$ cat config.mk
export PLATFORM = sky130hd
export DESIGN_NAME = regfile_wb_arbiter_flat
export DESIGN_NICKNAME = d
export VERILOG_FILES = /design/src/rtl/regfile_wb_arbiter_if.sv /design/src/rtl/regfile_wb_arbiter.sv /design/src/flat_wrapper.sv
export SDC_FILE = /design/constraint.sdc
export NUM_CORES = 1
export LEC_CHECK = 0
export CAP_MARGIN = 20
export CORE_UTILIZATION = 50
export CTS_BUF_LIST = sky130_fd_sc_hd__clkbuf_4 sky130_fd_sc_hd__clkbuf_8 sky130_fd_sc_hd__clkbuf_16
export DETAILED_ROUTE_END_ITERATION = 7
export DONT_BUFFER_PORTS = 1
export GPL_TIMING_DRIVEN = 1
export SLEW_MARGIN = 25
export SYNTH_ARGS = -nofsm -noshare
export SYNTH_HDL_FRONTEND = slang
export SYNTH_SLANG_ARGS = --single-unit
$ cat constraint.sdc
create_clock -name clk -period 7.5 [get_ports clk]
set_clock_uncertainty 0.1 [all_clocks]
set_input_delay 1.5 -clock clk [delete_from_list [all_inputs] [get_ports clk]]
set_output_delay 1.5 -clock clk [all_outputs]
set_load 0.1 [all_outputs]
$ cat src/rtl/regfile_wb_arbiter_if.sv
// regfile_wb_arbiter_if: bundle of pipeline, MDU, scoreboard-query and regfile-port signals
interface regfile_wb_arbiter_if;
   logic        pipe_we;
   logic [4:0]  pipe_wn;
   logic [31:0] pipe_d;
   logic        mdu_valid;
   logic [4:0]  mdu_wn;
   logic [31:0] mdu_d;
   logic        mdu_ready;
   logic        issue_valid;
   logic [4:0]  issue_wn;
   logic        issue_ok;
   logic [4:0]  q_rna;
   logic [4:0]  q_rnb;
   logic        busy_a;
   logic        busy_b;
   logic        pipe_hold;
   logic        rf_we;
   logic [4:0]  rf_wn;
   logic [31:0] rf_d;
   logic        err;
   modport slave (
      input  pipe_we, pipe_wn, pipe_d, mdu_valid, mdu_wn, mdu_d, issue_valid, issue_wn, q_rna, q_rnb,
      output mdu_ready, issue_ok, busy_a, busy_b, pipe_hold, rf_we, rf_wn, rf_d, err
   );
   modport master (
      output pipe_we, pipe_wn, pipe_d, mdu_valid, mdu_wn, mdu_d, issue_valid, issue_wn, q_rna, q_rnb,
      input  mdu_ready, issue_ok, busy_a, busy_b, pipe_hold, rf_we, rf_wn, rf_d, err
   );
endinterface

$ cat src/rtl/regfile_wb_arbiter.sv
// regfile_wb_arbiter: shares the regfile write port between pipeline writeback and buffered MDU results
module regfile_wb_arbiter #(
   parameter int DEPTH  = 2,
   parameter int STARVE = 8
) (
   input logic clk,
   input logic clr,
   regfile_wb_arbiter_if.slave bus
);
   localparam int AW  = $clog2(DEPTH);
   localparam int AW1 = AW + 1;
   localparam int GW  = $clog2(STARVE + 1);
   localparam logic [AW:0]   FULL_C    = AW1'(DEPTH);
   localparam logic [GW-1:0] STARVE_C  = GW'(STARVE);
   localparam logic [GW-1:0] STARVE_M1 = GW'(STARVE - 1);
   logic [4:0]    wn_q [DEPTH];
   logic [31:0]   d_q [DEPTH];
   logic [AW-1:0] rd_q, rd_d, wr_q, wr_d;
   logic [AW:0]   cnt_q, cnt_d;
   logic [31:0]   pend_q, pend_d;
   logic [GW-1:0] age_q, age_d;
   logic          hold_q, hold_d, err_q, err_d;
   logic          pipe_eff, empty, full, pop, push, sel_pipe, sel_fifo;
   logic [4:0]    head_wn;
   logic [31:0]   head_d;
   // port mux, FIFO control, scoreboard and starvation next-state
   always_comb begin
      pipe_eff      = bus.pipe_we && bus.pipe_wn != 5'd0;
      empty         = cnt_q == '0;
      full          = cnt_q == FULL_C;
      head_wn       = wn_q[rd_q];
      head_d        = d_q[rd_q];
      pop           = !empty && !pipe_eff;
      bus.mdu_ready = !full && !clr;
      push          = bus.mdu_valid && bus.mdu_ready;
      sel_pipe      = !clr && pipe_eff;
      sel_fifo      = !clr && !pipe_eff && !empty && head_wn != 5'd0;
      bus.rf_we     = sel_pipe || sel_fifo;
      bus.rf_wn     = sel_pipe ? bus.pipe_wn : sel_fifo ? head_wn : 5'd0;
      bus.rf_d      = sel_pipe ? bus.pipe_d : sel_fifo ? head_d : 32'd0;
      bus.issue_ok  = bus.issue_valid && (bus.issue_wn == 5'd0 || !pend_q[bus.issue_wn]);
      bus.busy_a    = pend_q[bus.q_rna];
      bus.busy_b    = pend_q[bus.q_rnb];
      bus.pipe_hold = hold_q;
      bus.err       = err_q;
      pend_d        = pend_q;
      if (pop && head_wn != 5'd0) pend_d[head_wn] = 1'b0;
      if (bus.issue_ok && bus.issue_wn != 5'd0) pend_d[bus.issue_wn] = 1'b1;
      pend_d[0]     = 1'b0;
      rd_d          = pop ? rd_q + 1'b1 : rd_q;
      wr_d          = push ? wr_q + 1'b1 : wr_q;
      cnt_d         = cnt_q + AW1'(push) - AW1'(pop);
      age_d         = (empty || pop) ? '0 : (age_q == STARVE_C) ? age_q : age_q + 1'b1;
      hold_d        = pop ? 1'b0 : (!empty && age_q == STARVE_M1) ? 1'b1 : hold_q;
      err_d         = err_q || (pipe_eff && hold_q) || (pipe_eff && pend_q[bus.pipe_wn])
                      || (push && bus.mdu_wn != 5'd0 && !pend_q[bus.mdu_wn]);
   end
   // FIFO storage; entries are only meaningful between rd and wr pointers
   always_ff @(posedge clk) begin
      if (push) begin
         wn_q[wr_q] <= bus.mdu_wn;
         d_q[wr_q]  <= bus.mdu_d;
      end
   end
   // control state, cleared asynchronously by clr
   always_ff @(posedge clk or posedge clr) begin
      if (clr) begin
         rd_q   <= '0;
         wr_q   <= '0;
         cnt_q  <= '0;
         pend_q <= '0;
         age_q  <= '0;
         hold_q <= 1'b0;
         err_q  <= 1'b0;
      end else begin
         rd_q   <= rd_d;
         wr_q   <= wr_d;
         cnt_q  <= cnt_d;
         pend_q <= pend_d;
         age_q  <= age_d;
         hold_q <= hold_d;
         err_q  <= err_d;
      end
   end
endmodule

$ cat src/flat_wrapper.sv
// flat-port wrapper written by rule: the top's interface ports become plain ports
module regfile_wb_arbiter_flat 
#(
   parameter int DEPTH  = 2,
   parameter int STARVE = 8
)
  (clk, clr, bus_pipe_we, bus_pipe_wn, bus_pipe_d, bus_mdu_valid, bus_mdu_wn, bus_mdu_d, bus_issue_valid, bus_issue_wn, bus_q_rna, bus_q_rnb, bus_mdu_ready, bus_issue_ok, bus_busy_a, bus_busy_b, bus_pipe_hold, bus_rf_we, bus_rf_wn, bus_rf_d, bus_err);
  regfile_wb_arbiter_if bus_i ();
  input logic clk;
  input logic clr;
  input wire logic [$bits(bus_i.pipe_we)-1:0] bus_pipe_we;
  input wire logic [$bits(bus_i.pipe_wn)-1:0] bus_pipe_wn;
  input wire logic [$bits(bus_i.pipe_d)-1:0] bus_pipe_d;
  input wire logic [$bits(bus_i.mdu_valid)-1:0] bus_mdu_valid;
  input wire logic [$bits(bus_i.mdu_wn)-1:0] bus_mdu_wn;
  input wire logic [$bits(bus_i.mdu_d)-1:0] bus_mdu_d;
  input wire logic [$bits(bus_i.issue_valid)-1:0] bus_issue_valid;
  input wire logic [$bits(bus_i.issue_wn)-1:0] bus_issue_wn;
  input wire logic [$bits(bus_i.q_rna)-1:0] bus_q_rna;
  input wire logic [$bits(bus_i.q_rnb)-1:0] bus_q_rnb;
  output wire logic [$bits(bus_i.mdu_ready)-1:0] bus_mdu_ready;
  output wire logic [$bits(bus_i.issue_ok)-1:0] bus_issue_ok;
  output wire logic [$bits(bus_i.busy_a)-1:0] bus_busy_a;
  output wire logic [$bits(bus_i.busy_b)-1:0] bus_busy_b;
  output wire logic [$bits(bus_i.pipe_hold)-1:0] bus_pipe_hold;
  output wire logic [$bits(bus_i.rf_we)-1:0] bus_rf_we;
  output wire logic [$bits(bus_i.rf_wn)-1:0] bus_rf_wn;
  output wire logic [$bits(bus_i.rf_d)-1:0] bus_rf_d;
  output wire logic [$bits(bus_i.err)-1:0] bus_err;
  assign bus_i.pipe_we = bus_pipe_we;
  assign bus_i.pipe_wn = bus_pipe_wn;
  assign bus_i.pipe_d = bus_pipe_d;
  assign bus_i.mdu_valid = bus_mdu_valid;
  assign bus_i.mdu_wn = bus_mdu_wn;
  assign bus_i.mdu_d = bus_mdu_d;
  assign bus_i.issue_valid = bus_issue_valid;
  assign bus_i.issue_wn = bus_issue_wn;
  assign bus_i.q_rna = bus_q_rna;
  assign bus_i.q_rnb = bus_q_rnb;
  assign bus_mdu_ready = bus_i.mdu_ready;
  assign bus_issue_ok = bus_i.issue_ok;
  assign bus_busy_a = bus_i.busy_a;
  assign bus_busy_b = bus_i.busy_b;
  assign bus_pipe_hold = bus_i.pipe_hold;
  assign bus_rf_we = bus_i.rf_we;
  assign bus_rf_wn = bus_i.rf_wn;
  assign bus_rf_d = bus_i.rf_d;
  assign bus_err = bus_i.err;
  regfile_wb_arbiter #(.DEPTH(DEPTH), .STARVE(STARVE)) u_core (.clk(clk), .clr(clr), .bus(bus_i));
endmodule
== After elaboration in Yosys (flattened, before gate mapping) ==
Memories as Yosys holds them, arrays and structs flattened.
Index checks and enable logic that the tools add are counted.
Cells by class
  add/sub/neg operators: 5
  order comparisons: 8
  equality and inequality tests: 4
  multiplexer cells: 26
  bitwise operators: 3
  reductions and logical operators: 37
Operator list (count)
  $mux W32: 4
  $lt A5 B6 Y1 const B: 6
  $and A32 B32 Y32: 1
  $not A32 Y32: 1
  $or A32 B32 Y32: 1
  $bmux W1 S5: 5
  $reduce_bool A5 Y1: 4
  $logic_and A1 B1 Y1: 18
  $mux W1: 11
  $demux W1 S5: 2
  $ge A5 B1 Y1 const B: 2
  $mux W5: 2
  $mux W4: 2
  $logic_not A1 Y1: 6
  $logic_or A1 B1 Y1: 6
  $logic_not A5 Y1: 1
  $add A4 B1 Y4 const B: 1
  $eq A4 B3 Y1 const B: 1
  $eq A4 B4 Y1 const B: 1
  $add A1 B1 Y1 const B: 2
  $add A2 B1 Y2: 1
  $eq A2 B2 Y1 const B: 1
  $logic_not A2 Y1: 1
  $ne A2 B1 Y1 const B: 1
  2 further kinds: 2
Word-level totals
  flip-flop bits (word level): 41
  memory bits (writable): 74
  input port bits: 94
  output and inout port bits: 44
  logic and storage cells: 92
  memories kept: 2
Memories
  u_core.d_q: depth 2, bits a word 32, read ports 1, clocked after memory_dff 0, write ports 1, RTL line regfile_wb_arbiter.sv:17  | logic [31:0] d_q [DEPTH];
  u_core.wn_q: depth 2, bits a word 5, read ports 1, clocked after memory_dff 0, write ports 1, RTL line regfile_wb_arbiter.sv:16  | logic [4:0] wn_q [DEPTH];

== Depth between registers and ports, before layout ==
Gate-level depths: netlist of run 1.
An unclocked memory read counts as a cell.
  depth in word-level cells: 10
  gate-level depth with buffers: 8
  depth with buffers taken out: 6

== Worst setup path before layout of run 1 ==
Ideal clock, no wire load.
  kind: input -> output
  from: input port bus_pipe_wn[3]
  to: output port bus_rf_d[14]
  arrival: 4843 ps
  data required time: 5900 ps
  slack: 1057 ps
  cell stages on the path: 7
  path through: buf_2 or2_1 o41ai_4 nand2_2 a311o_1 clkbuf_1 o21ai_0
Between the ends
  longest elaborated chain between the ends: 8
  elaborated cells between the ends (all ways): 9
RTL lines
  from (decl): RTL line flat_wrapper.sv:12  | input wire logic [$bits(bus_i.pipe_wn)-1:0] bus_pipe_wn;
  $reduce_bool A5 Y1 (*): RTL line regfile_wb_arbiter.sv:28  | pipe_eff = bus.pipe_we && bus.pipe_wn != 5'd0;
  $logic_and A1 B1 Y1 (*): RTL line regfile_wb_arbiter.sv:28
  $logic_not A1 Y1: RTL line regfile_wb_arbiter.sv:37  | sel_fifo = !clr && !pipe_eff && !empty && head_wn != 5'd0;
  $logic_and A1 B1 Y1 (3 in series): RTL line regfile_wb_arbiter.sv:37
  $mux W32: RTL line regfile_wb_arbiter.sv:40  | bus.rf_d = sel_pipe ? bus.pipe_d : sel_fifo ? head_d : 32'd0;
  $mux W32 (*): RTL line regfile_wb_arbiter.sv:40
  to (decl): RTL line flat_wrapper.sv:28  | output wire logic [$bits(bus_i.rf_d)-1:0] bus_rf_d;
Every way passes the cells marked *; elsewhere a longest branch is shown, timed or not.

== Worst setup path after layout of run 1 ==
  from: input port bus_pipe_wn[2]
  to: output port bus_rf_wn[0]
Between the ends
  longest elaborated chain between the ends: 8
  elaborated cells between the ends (all ways): 9
RTL lines
  $reduce_bool A5 Y1 (*): RTL line regfile_wb_arbiter.sv:28
  $logic_and A1 B1 Y1 (*): RTL line regfile_wb_arbiter.sv:28
  $logic_not A1 Y1: RTL line regfile_wb_arbiter.sv:37
  $logic_and A1 B1 Y1 (3 in series): RTL line regfile_wb_arbiter.sv:37
  $mux W5: RTL line regfile_wb_arbiter.sv:39  | bus.rf_wn = sel_pipe ? bus.pipe_wn : sel_fifo ? head_wn : 5'd0;
  $mux W5 (*): RTL line regfile_wb_arbiter.sv:39
  to (decl): RTL line flat_wrapper.sv:27  | output wire logic [$bits(bus_i.rf_wn)-1:0] bus_rf_wn;
Marks and branches as above.

==> results by group, run 1 <==
Worst setup path
  – CP arrival: 4.24 ns
  – CP Launch Type: input pin
  – Peak fanout along the critical path: 23
  – Setup crit end kind: output pin
  – Crit path required time: 5.90 ns
  – Crit path launch: bus_pipe_wn[2]
  – Worst Path Buf+Inv: 1
  – Flop-to-flop setup slack: 4.86 ns
  – Slowest-stage cell, CP: o21ai_2
  – RR Startpoint: u_core.rd_q$_DFFE_PP0P_
  – Delay of the slowest cell on the worst path: 0.88 ns
  – Setup CP Type: input pin to output pin
  – Critical path's top delay family: compound AO/OA/AOI/OAI gates
  – CP cell instances: or2_1 -> o41ai_4 -> nand2_2 -> a311o_2 -> buf_12 -> o21ai_2

GRT
  – GRT Total Usage: 24.7%
  – Largest net degree at the start of global routing: 50
  – First-pass GRT wire length: 23600 um
  – Total gr overflow: 0
  – Initial antenna violation count: 0
  – Vias in the first global route: 4263

Pwr
  – Net Switching: 1.17 mW
  – Sequential Power Share: 36.4%
  – Leak: 2.63 nW
  – P_int: 1.67 mW
  – Net Sw Frac: 41.2%
  – Pwr Total: 2.85 mW
  – Maximum vdd drop: 0.279 mV
  – Logic gate share of total power: 37.3%
  – Clock network fraction of total power: 26.4%
  – Power Density: 397 nW/um^2

Drt
  – Via/cell ratio: 6.35
  – DR pass1 iterations: 5
  – # DRC: 0
  – Via count: 4366
  – Post-DRT Antenna Nets: 0
  – Post-Route WL: 15100 um
  – Initial DRC Count: 332
  – WL/cell: 22.0 um

Die
  – Die Span Y: 115 um
  – Core area: 12200 um^2
  – Die Width: 115 um
  – I/O pin count: 138
  – Row count: 40
  – Die area: 13200 um^2
  – Initial Util: 52.1%

Synth
  – Yosys cell types: 55
  – Post-Syn Instances: 515
  – Area leader, netlist: edfxtp_1
  – Post-synthesis sequential area ratio: 51.1%
  – Syn avg cell area: 12.4 um^2
  – Asr flop ratio synth: 35.7%
  – Synth area leaders: edfxtp_1 35%, dfrtp_1 16%, mux4_2 13%
  – Post-Syn Area: 6360 um^2
  – Synth top area share: 34.9%
  – Count leader, synth: edfxtp_1
  – Synth warn: 0
  – Primary FF master, synth: edfxtp_1
  – Number of synthesized flops with an enable pin: 74
  – Syn_nets: 612
  – Post-synthesis register bit count: 115
  – Top cells by count, synth: 74 x edfxtp_1, 69 x nand2_1, 63 x o21ai_0

Final layout
  – Multi-input combinational cell area: 3040 um^2
  – Finished Core Util: 58.7%
  – Sequential Area: 3250 um^2
  – Fraction of layout cells with a size suffix above 1: 24.6%
  – Ant. Diodes: 0
  – Area Growth Syn to Fin: 12.6%
  – # fillers: 1006
  – Total Nets Final: 604

Placed design
  – Number of port buffers: 0
  – Final GP Congestion: 0.885
  – HPWL after DPL: 11000 um

STA
  – Max-slew headroom: 26.1%
  – Final Hold Viols: 0
  – RSZ-0062 raised after global routing: no
  – Fmax: 171 MHz
  – Minimum clock period: 5.84 ns
  – Final-report max-slew violation count: 0
  – Setup Viol. Count Final: 0
  – Final TNS setup: 0 ns
  – Fin crit share: 77.9%
  – Slew @ Worst Pin: 1.11 ns

Outcome
  – Status: finished clean

Worst hold path
  – Hold/Removal Path Class: flop to flop
  – Worst Hold Launch: u_core.wr_q$_DFFE_PP0P_

Clocking
  – Clk root buf: clkbuf_16
  – Longest Clk Path Bufs: 2
  – Number of H-tree levels: 4
  – Post-CTS Setup Repair Bufs: 0
  – CTS clk-pin slew, worst paths: 0.06 ns
  – Clk_lat worst skew: 0.41 ns
  – CTS tree: yes
  – Post_cts resized: 0
  – Clock sink count: 115
  – CTS Buf Count: 17
  – Hold-fix buffers, CTS: 0

Run
  – Max-cap violations: 0
worst register-to-register path, delay by kind of cell, from the launching register on:
kind	cells	cell delay, ns
and+or+nand+nor	1	0.27
AOI/OAI and AO/OA	2	0.35
buffers and inverters	1	0.59
muxes	1	0.86
DFF	1	0.33
registers in the layout (all words and copies together) (netlist names):
signal and count:
u_core.wr_q 1, u_core.rd_q 1, u_core.bus.err 1, u_core.d_q 64
u_core.cnt_q 2, u_core.wn_q 10, u_core.age_q 4, u_core.bus.pipe_hold 1
u_core.pend_q 31
metal layers:
layer | track usage [%] | vias up | part of all wire, %
li1 | - | 1976 | -
met1 | 31.4 | 2136 | 41
met2 | 40.0 | 232 | 49
met3 | 8.49 | 22 | 8.9
met4 | 7.88 | 0 | 1.6
met5 | 0 | - | 0
cells by family after synthesis:
kind of cell | share of synthesized area (%)
xor+xnor | 0.688
buf+inv | 3.21
fa+ha+maj | 0.590
simple gates | 9.81
flops | 51.1
mux | 21.8
compound gates | 12.8
layout by cell type, fill, tap and decap left out, types with 11 or more instances in the layout:
master | synthesis | final
mux4_2 | 36 | 36
dfrtp_1 | 41 | 40
edfxtp_1 | 74 | 74
mux2i_1 | 45 | 45
nand2_1 | 69 | 69
clkbuf_16 | 0 | 17
nor2_1 | 16 | 14
o21ai_0 | 63 | 44
o21ai_2 | 10 | 38
inv_1 | 11 | 11
path summary, 6_finish.rpt:
| path | depth (start not counted) | end |
|---|---|---|
| setup reg to reg | 5 | u_core.pend_q[19]$_DFF_PP0_ |
| hold / removal | 1 | u_core.wr_q$_DFFE_PP0P_ |
| max in group asynchronous | 2 | u_core.rd_q$_DFFE_PP0P_ |
| setup / recovery | 6 | bus_rf_wn[0] |
| hold reg to reg | 1 | u_core.wr_q$_DFFE_PP0P_ |
| min in group asynchronous | 1 | u_core.wr_q$_DFFE_PP0P_ |
metrics by stage:
step / area [um^2] / setup WS [ns] / std cells / hold slack (ns)
after floorplan: 6360 / 1.06 / 515 / 0.356
after global placement: 6550 / 1.65 / 654 / 0.426
after detailed placement: 6600 / 1.65 / 656 / 0.442
after CTS: 7160 / 1.65 / 688 / 0.454
after global routing: 7160 / 1.55 / 688 / 0.462
final: 7160 / 1.66 / 688 / 0.453
final cells by class:
| type | count | area share (%) |
|---|---|---|
| multi-input combinational | 357 | 42.4 |
| timing repair buffer | 5 | 0.978 |
| inverter | 11 | 0.576 |
| clock inverter | 15 | 1.83 |
| tap | 168 | 2.93 |
| clock buffer | 17 | 5.94 |
| sequential | 115 | 45.4 |
power by group through the flow:
stage,clock network (mW),registers [mW],logic [mW]
floorplan,0,0.954,0.911
global placement,0,1.04,1.04
detailed placement,0,1.04,1.06
CTS,0.764,1.03,1.06
global route,0.794,1.05,1.12
finish,0.751,1.04,1.06
Note: power is estimated with default switching activity, not from simulation.
==> run 2, diff against run 1 <==
==> constraint.sdc (replaced) <==
create_clock -name clk -period 5.7 [get_ports clk]
set_clock_uncertainty 0.1 [all_clocks]
set_input_delay 1.14 -clock clk [delete_from_list [all_inputs] [get_ports clk]]
set_output_delay 1.14 -clock clk [all_outputs]
set_load 0.1 [all_outputs]
==> results by group, run 2 (synthesized netlist as in run 1, its figures left out) <==
STA
  – Fin crit share: 78.5%
  – Final-report max-slew violation count: 0
  – Setup Viol. Count Final: 0
  – Hold Worst Slack: 0.451 ns
  – Slew @ Worst Pin: 1.08 ns
  – Final TNS setup: 0 ns
  – RSZ-0062 raised after global routing: no
  – Setup WS post-layout: 1.22 ns
  – Final Hold Viols: 0
  – Fmax: 223 MHz
  – Max-slew headroom: 28.0%
  – Minimum clock period: 4.48 ns

Final layout
  – Fraction of layout cells with a size suffix above 1: 30.1%
  – Commonest non-fill, non-tap cell in the layout: edfxtp_1
  – Area Growth Syn to Fin: 17.5%
  – Finished Cell Area: 7470 um^2
  – Sequential Area: 3250 um^2
  – Multi-input combinational cell area: 3030 um^2
  – Total Nets Final: 643
  – Most frequent cells in the layout: 74 x edfxtp_1, 69 x nand2_1, 45 x mux2i_1
  – Max reg flops: 64
  – Biggest regs: u_core.d_q (64), u_core.pend_q (31), u_core.wn_q (10)
  – Biggest register: u_core.d_q
  – Ant. Diodes: 0
  – # fillers: 1015

Worst setup path
  – CP arrival: 3.24 ns
  – Peak fanout along the critical path: 24
  – Setup CP Type: input pin to output pin
  – Flop-to-flop setup slack: 3.32 ns
  – Crit path required time: 4.46 ns
  – CP Launch Type: input pin
  – Setup crit end kind: output pin
  – Worst r2r path cells: 6

Drt
  – DR pass1 iterations: 5
  – Post-DRT Antenna Nets: 0
  – Initial DRC Count: 341
  – Via count: 4578
  – WL/cell: 22.3 um
  – # DRC: 0
  – Post-Route WL: 16200 um
  – Via/cell ratio: 6.30

Clocking
  – CTS Buf Count: 17
  – Post_cts resized: 0
  – Clock sink count: 115
  – Hold-fix buffers, CTS: 0
  – Longest Clk Path Bufs: 2
  – CTS tree: yes
  – Clk root buf: clkbuf_16
  – Clk_lat worst skew: 0.41 ns
  – CTS clk-pin slew, worst paths: 0.05 ns
  – Number of H-tree levels: 4
  – Post-CTS Setup Repair Bufs: 0

Placed design
  – Final GP Congestion: 0.942
  – HPWL after DPL: 11300 um
  – Number of port buffers: 0
  – Place WS: 1.23 ns
  – Placed cell areas: 6890 um^2

Die
  – Die Span Y: 115 um
  – Row count: 40
  – Initial Util: 52.1%
  – Core area: 12200 um^2
  – Die area: 13200 um^2
  – I/O pin count: 138
  – Die Width: 115 um

GRT
  – Total gr overflow: 0
  – Largest net degree at the start of global routing: 42
  – First-pass GRT wire length: 24900 um
  – Initial antenna violation count: 0
  – GRT Total Usage: 26.2%
  – Vias in the first global route: 4501

Pwr
  – Pwr Total: 3.91 mW
  – Power Density: 523 nW/um^2
  – Maximum vdd drop: 0.364 mV
  – Leak: 2.84 nW

Worst hold path
  – Worst Hold Depth: 1
  – Hold/Removal Path Class: flop to flop

Outcome
  – Status: finished clean

Run
  – Max-cap violations: 0
==> run 2: cell count changes in the layout (fill, tap and decap cells not counted), sizes merged <==
cell	before	now
clkinv	7	5
buf	5	44
bufinv	1	2
clkbuf	17	18
==> run 2: worst paths after layout <==
path / startpoint / to
worst max-delay path: bus_pipe_wn[2] / bus_rf_wn[1]
worst min-delay path: u_core.wr_q$_DFFE_PP0P_ / u_core.wr_q$_DFFE_PP0P_
worst max register to register: u_core.cnt_q[1]$_DFF_PP0_ / u_core.d_q[0][8]$_DFFE_PP_
worst min register to register: u_core.wr_q$_DFFE_PP0P_ / u_core.wr_q$_DFFE_PP0P_
max in group asynchronous: clr / u_core.pend_q[29]$_DFF_PP0_
min in group asynchronous: clr / u_core.rd_q$_DFFE_PP0P_
==> run 2: per-stage QoR <==
stage	cells	util, %
floorplan	515	-
global placement	693	56.1
detailed placement	695	56.4
CTS	727	61.2
global route	727	61.2
finish	727	61.2
==> run 2: power by group <==
part / switching [mW] / internal (mW) / total [mW]
clock network: 0.391 / 0.653 / 1.04
logic: 0.859 / 0.554 / 1.41
registers: 0.358 / 1.09 / 1.45
total: 1.61 / 2.30 / 3.91
==> run 2: layout make-up <==
class                           count  area share (%)
Clock inverter                     14            2.08
Timing Repair Buffer               44            4.75
Multi-Input combinational cell    357            40.5
Sequential cell                   115            43.5
Inverter                           11           0.552
Tap cell                          168            2.81
Clock buffer                       18            5.79
==> run 2: worst max-delay path: stages <==
cell     delay (ns)
or2_1          0.26
o41ai_4        0.20
buf_4          0.24
nand2_2        0.09
a311o_2        0.58
buf_12         0.26
o21ai_2        0.15
buf_4          0.30
==> run 2: layer usage <==
metal  vias to the layer above  wire length, um  global-route usage (%)
met5                         -                0                       0
met4                         0              560                    10.8
met3                        42             1530                    9.70
met2                       241             7680                    41.0
met1                      2232             6410                    33.2
li1                       2063                -                       -
==> run 3, diff against run 2 <==
--- a/config.mk
+++ b/config.mk
@@ -11,6 +11,7 @@
 export DETAILED_ROUTE_END_ITERATION = 7
 export DONT_BUFFER_PORTS = 1
 export GPL_TIMING_DRIVEN = 1
+export PLACE_DENSITY = 0.68
 export SLEW_MARGIN = 25
 export SYNTH_ARGS = -nofsm -noshare
 export SYNTH_HDL_FRONTEND = slang
==> constraint.sdc (replaced) <==
create_clock -name clk -period 3.6 [get_ports clk]
set_clock_uncertainty 0.1 [all_clocks]
set_input_delay 0.72 -clock clk [delete_from_list [all_inputs] [get_ports clk]]
set_output_delay 0.72 -clock clk [all_outputs]
set_load 0.1 [all_outputs]
==> results by group, run 3 (synthesized netlist as in run 1, its figures left out) <==
Worst setup path
  – CP Launch Type: flop
  – Critical path depth in cells: 5
  – Delay of the slowest cell on the worst path: 0.69 ns
  – CP arrival: 2.64 ns
  – Worst Path Buf+Inv: 2
  – Peak fanout along the critical path: 38
  – FF-to-FF End: u_core.pend_q[23]$_DFF_PP0_
  – Setup CP Type: flop to output pin
  – Crit path required time: 2.78 ns
  – Most frequent CP cell: buf_12
  – Critical path's top delay family: compound AO/OA/AOI/OAI gates
  – Worst r2r path cells: 3
  – CP cell instances: o32ai_1 -> a311o_2 -> buf_12 -> o21ai_2 -> buf_12
  – Setup crit end kind: output pin
  – RR Startpoint: u_core.pend_q[20]$_DFF_PP0_
  – Flop-to-flop setup slack: 1.36 ns
  – Slowest-stage cell, CP: o32ai_1

Die
  – Row count: 40
  – Die Width: 115 um
  – Core area: 12200 um^2
  – Die Span Y: 115 um
  – Die area: 13200 um^2
  – I/O pin count: 138
  – Initial Util: 52.1%

Clocking
  – Number of H-tree levels: 4
  – Clk_lat worst skew: 0.41 ns
  – Clk root buf: clkbuf_16
  – Hold-fix buffers, CTS: 0
  – Post-CTS Setup Repair Bufs: 0
  – CTS tree: yes
  – Clock sink count: 115
  – Post_cts resized: 0
  – CTS Buf Count: 17
  – Longest Clk Path Bufs: 2
  – CTS clk-pin slew, worst paths: 0.06 ns

STA
  – Fmax: 289 MHz
  – Setup Viol. Count Final: 0
  – RSZ-0062 raised after global routing: no
  – Fin crit share: 96.0%
  – Slew @ Worst Pin: 0.983 ns
  – Hold Worst Slack: 0.226 ns
  – Minimum clock period: 3.46 ns
  – Final Hold Viols: 0
  – Max-slew headroom: 34.4%
  – Final-report max-slew violation count: 0
  – Setup WS post-layout: 0.144 ns

Final layout
  – Finished Cell Area: 8060 um^2
  – Fraction of layout cells with a size suffix above 1: 30.9%
  – Area Growth Syn to Fin: 26.6%
  – Commonest non-fill, non-tap cell in the layout: edfxtp_1
  – Biggest register: u_core.d_q
  – Total Nets Final: 647
  – Most frequent cells in the layout: 74 x edfxtp_1, 69 x nand2_1, 45 x mux2i_1
  – Max reg flops: 64
  – Biggest regs: u_core.d_q (64), u_core.pend_q (31), u_core.wn_q (10)
  – Finished Core Util: 66.0%
  – Ant. Diodes: 0

Drt
  – Post-DRT Antenna Nets: 0
  – DR pass1 iterations: 5
  – WL/cell: 22.5 um
  – # DRC: 0
  – Initial DRC Count: 319
  – Via count: 4619
  – Via/cell ratio: 6.32
  – Post-Route WL: 16500 um

Pwr
  – Net Switching: 2.56 mW
  – Leak: 2.99 nW
  – Power Density: 787 nW/um^2
  – P_int: 3.78 mW
  – Clock network fraction of total power: 24.7%
  – Logic gate share of total power: 40.2%
  – Sequential Power Share: 35.2%
  – Net Sw Frac: 40.4%
  – Maximum vdd drop: 0.476 mV

GRT
  – GRT Total Usage: 26.8%
  – Largest net degree at the start of global routing: 42
  – Total gr overflow: 0
  – Initial antenna violation count: 0
  – Vias in the first global route: 4851
  – First-pass GRT wire length: 25800 um

Worst hold path
  – Hold/Removal Path Class: input pin to async pin

Placed design
  – Placed cell areas: 7490 um^2
  – Final GP Congestion: 0.932
  – HPWL after DPL: 12000 um
  – Place WS: 0.325 ns
  – Number of port buffers: 0

Run
  – Max-cap violations: 0

Outcome
  – Status: finished clean
## run 3: cell types whose count changed in the layout (fill, tap and decap cells not counted), sizes merged
cell	before	now
buf	44	48
bufinv	2	1
clkinv	5	6
clkinvlp	3	4
inv	15	14
## run 3: cell type report
cell class              instances  area (um^2)
well taps                     168          210
repair buffers                 48          848
clock buffers                  18          433
flip-flops and latches        115         3250
clock inverters                14          131
inverters                      11         41.3
fillers                       910         4150
multi-input cells             357         3140
## run 3: power by group through the flow
stage               Sequential (mW)  Combinational (mW)  Clock, mW
global route                   2.26                2.68       1.64
CTS                            2.21                2.55       1.58
detailed placement             2.23                2.54          0
global placement               2.21                2.50          0
finish                         2.23                2.55       1.56
floorplan                      1.99                2.01          0
## run 3: worst max path at each step
stage / to / startpoint
CTS: bus_rf_d[7] / u_core.rd_q$_DFFE_PP0P_
global route: bus_rf_d[7] / u_core.rd_q$_DFFE_PP0P_
finish: bus_rf_d[7] / u_core.rd_q$_DFFE_PP0P_
detailed placement: bus_rf_d[7] / bus_pipe_wn[2]
global placement: bus_rf_d[7] / bus_pipe_wn[2]
floorplan: bus_rf_d[14] / bus_pipe_wn[3]
## run 3: per-layer routing
metal | routed length [um] | global-route usage [%] | up-vias
li1 | - | - | 2062
met1 | 6320 | 32.5 | 2272
met2 | 8160 | 44.5 | 249
met3 | 1660 | 9.38 | 36
met4 | 344 | 10.2 | 0
met5 | 0 | 0 | -
## run 3: stage by stage
stage	power [mW]	instances	setup TNS [ns]
finish	6.34	731	0
global route	6.59	731	0
CTS	6.35	731	0
detailed placement	4.77	699	0
global placement	4.71	699	0
floorplan	4.00	515	-3.63
## run 3: worst reg2reg max path: cells and delay by family (launching register included)
family,cells,cell delay [ns]
AND/OR/NAND/NOR,1,0.81
multiplexers,1,0.50
flip-flops,1,0.48
AO/OA/AOI/OAI,1,0.28
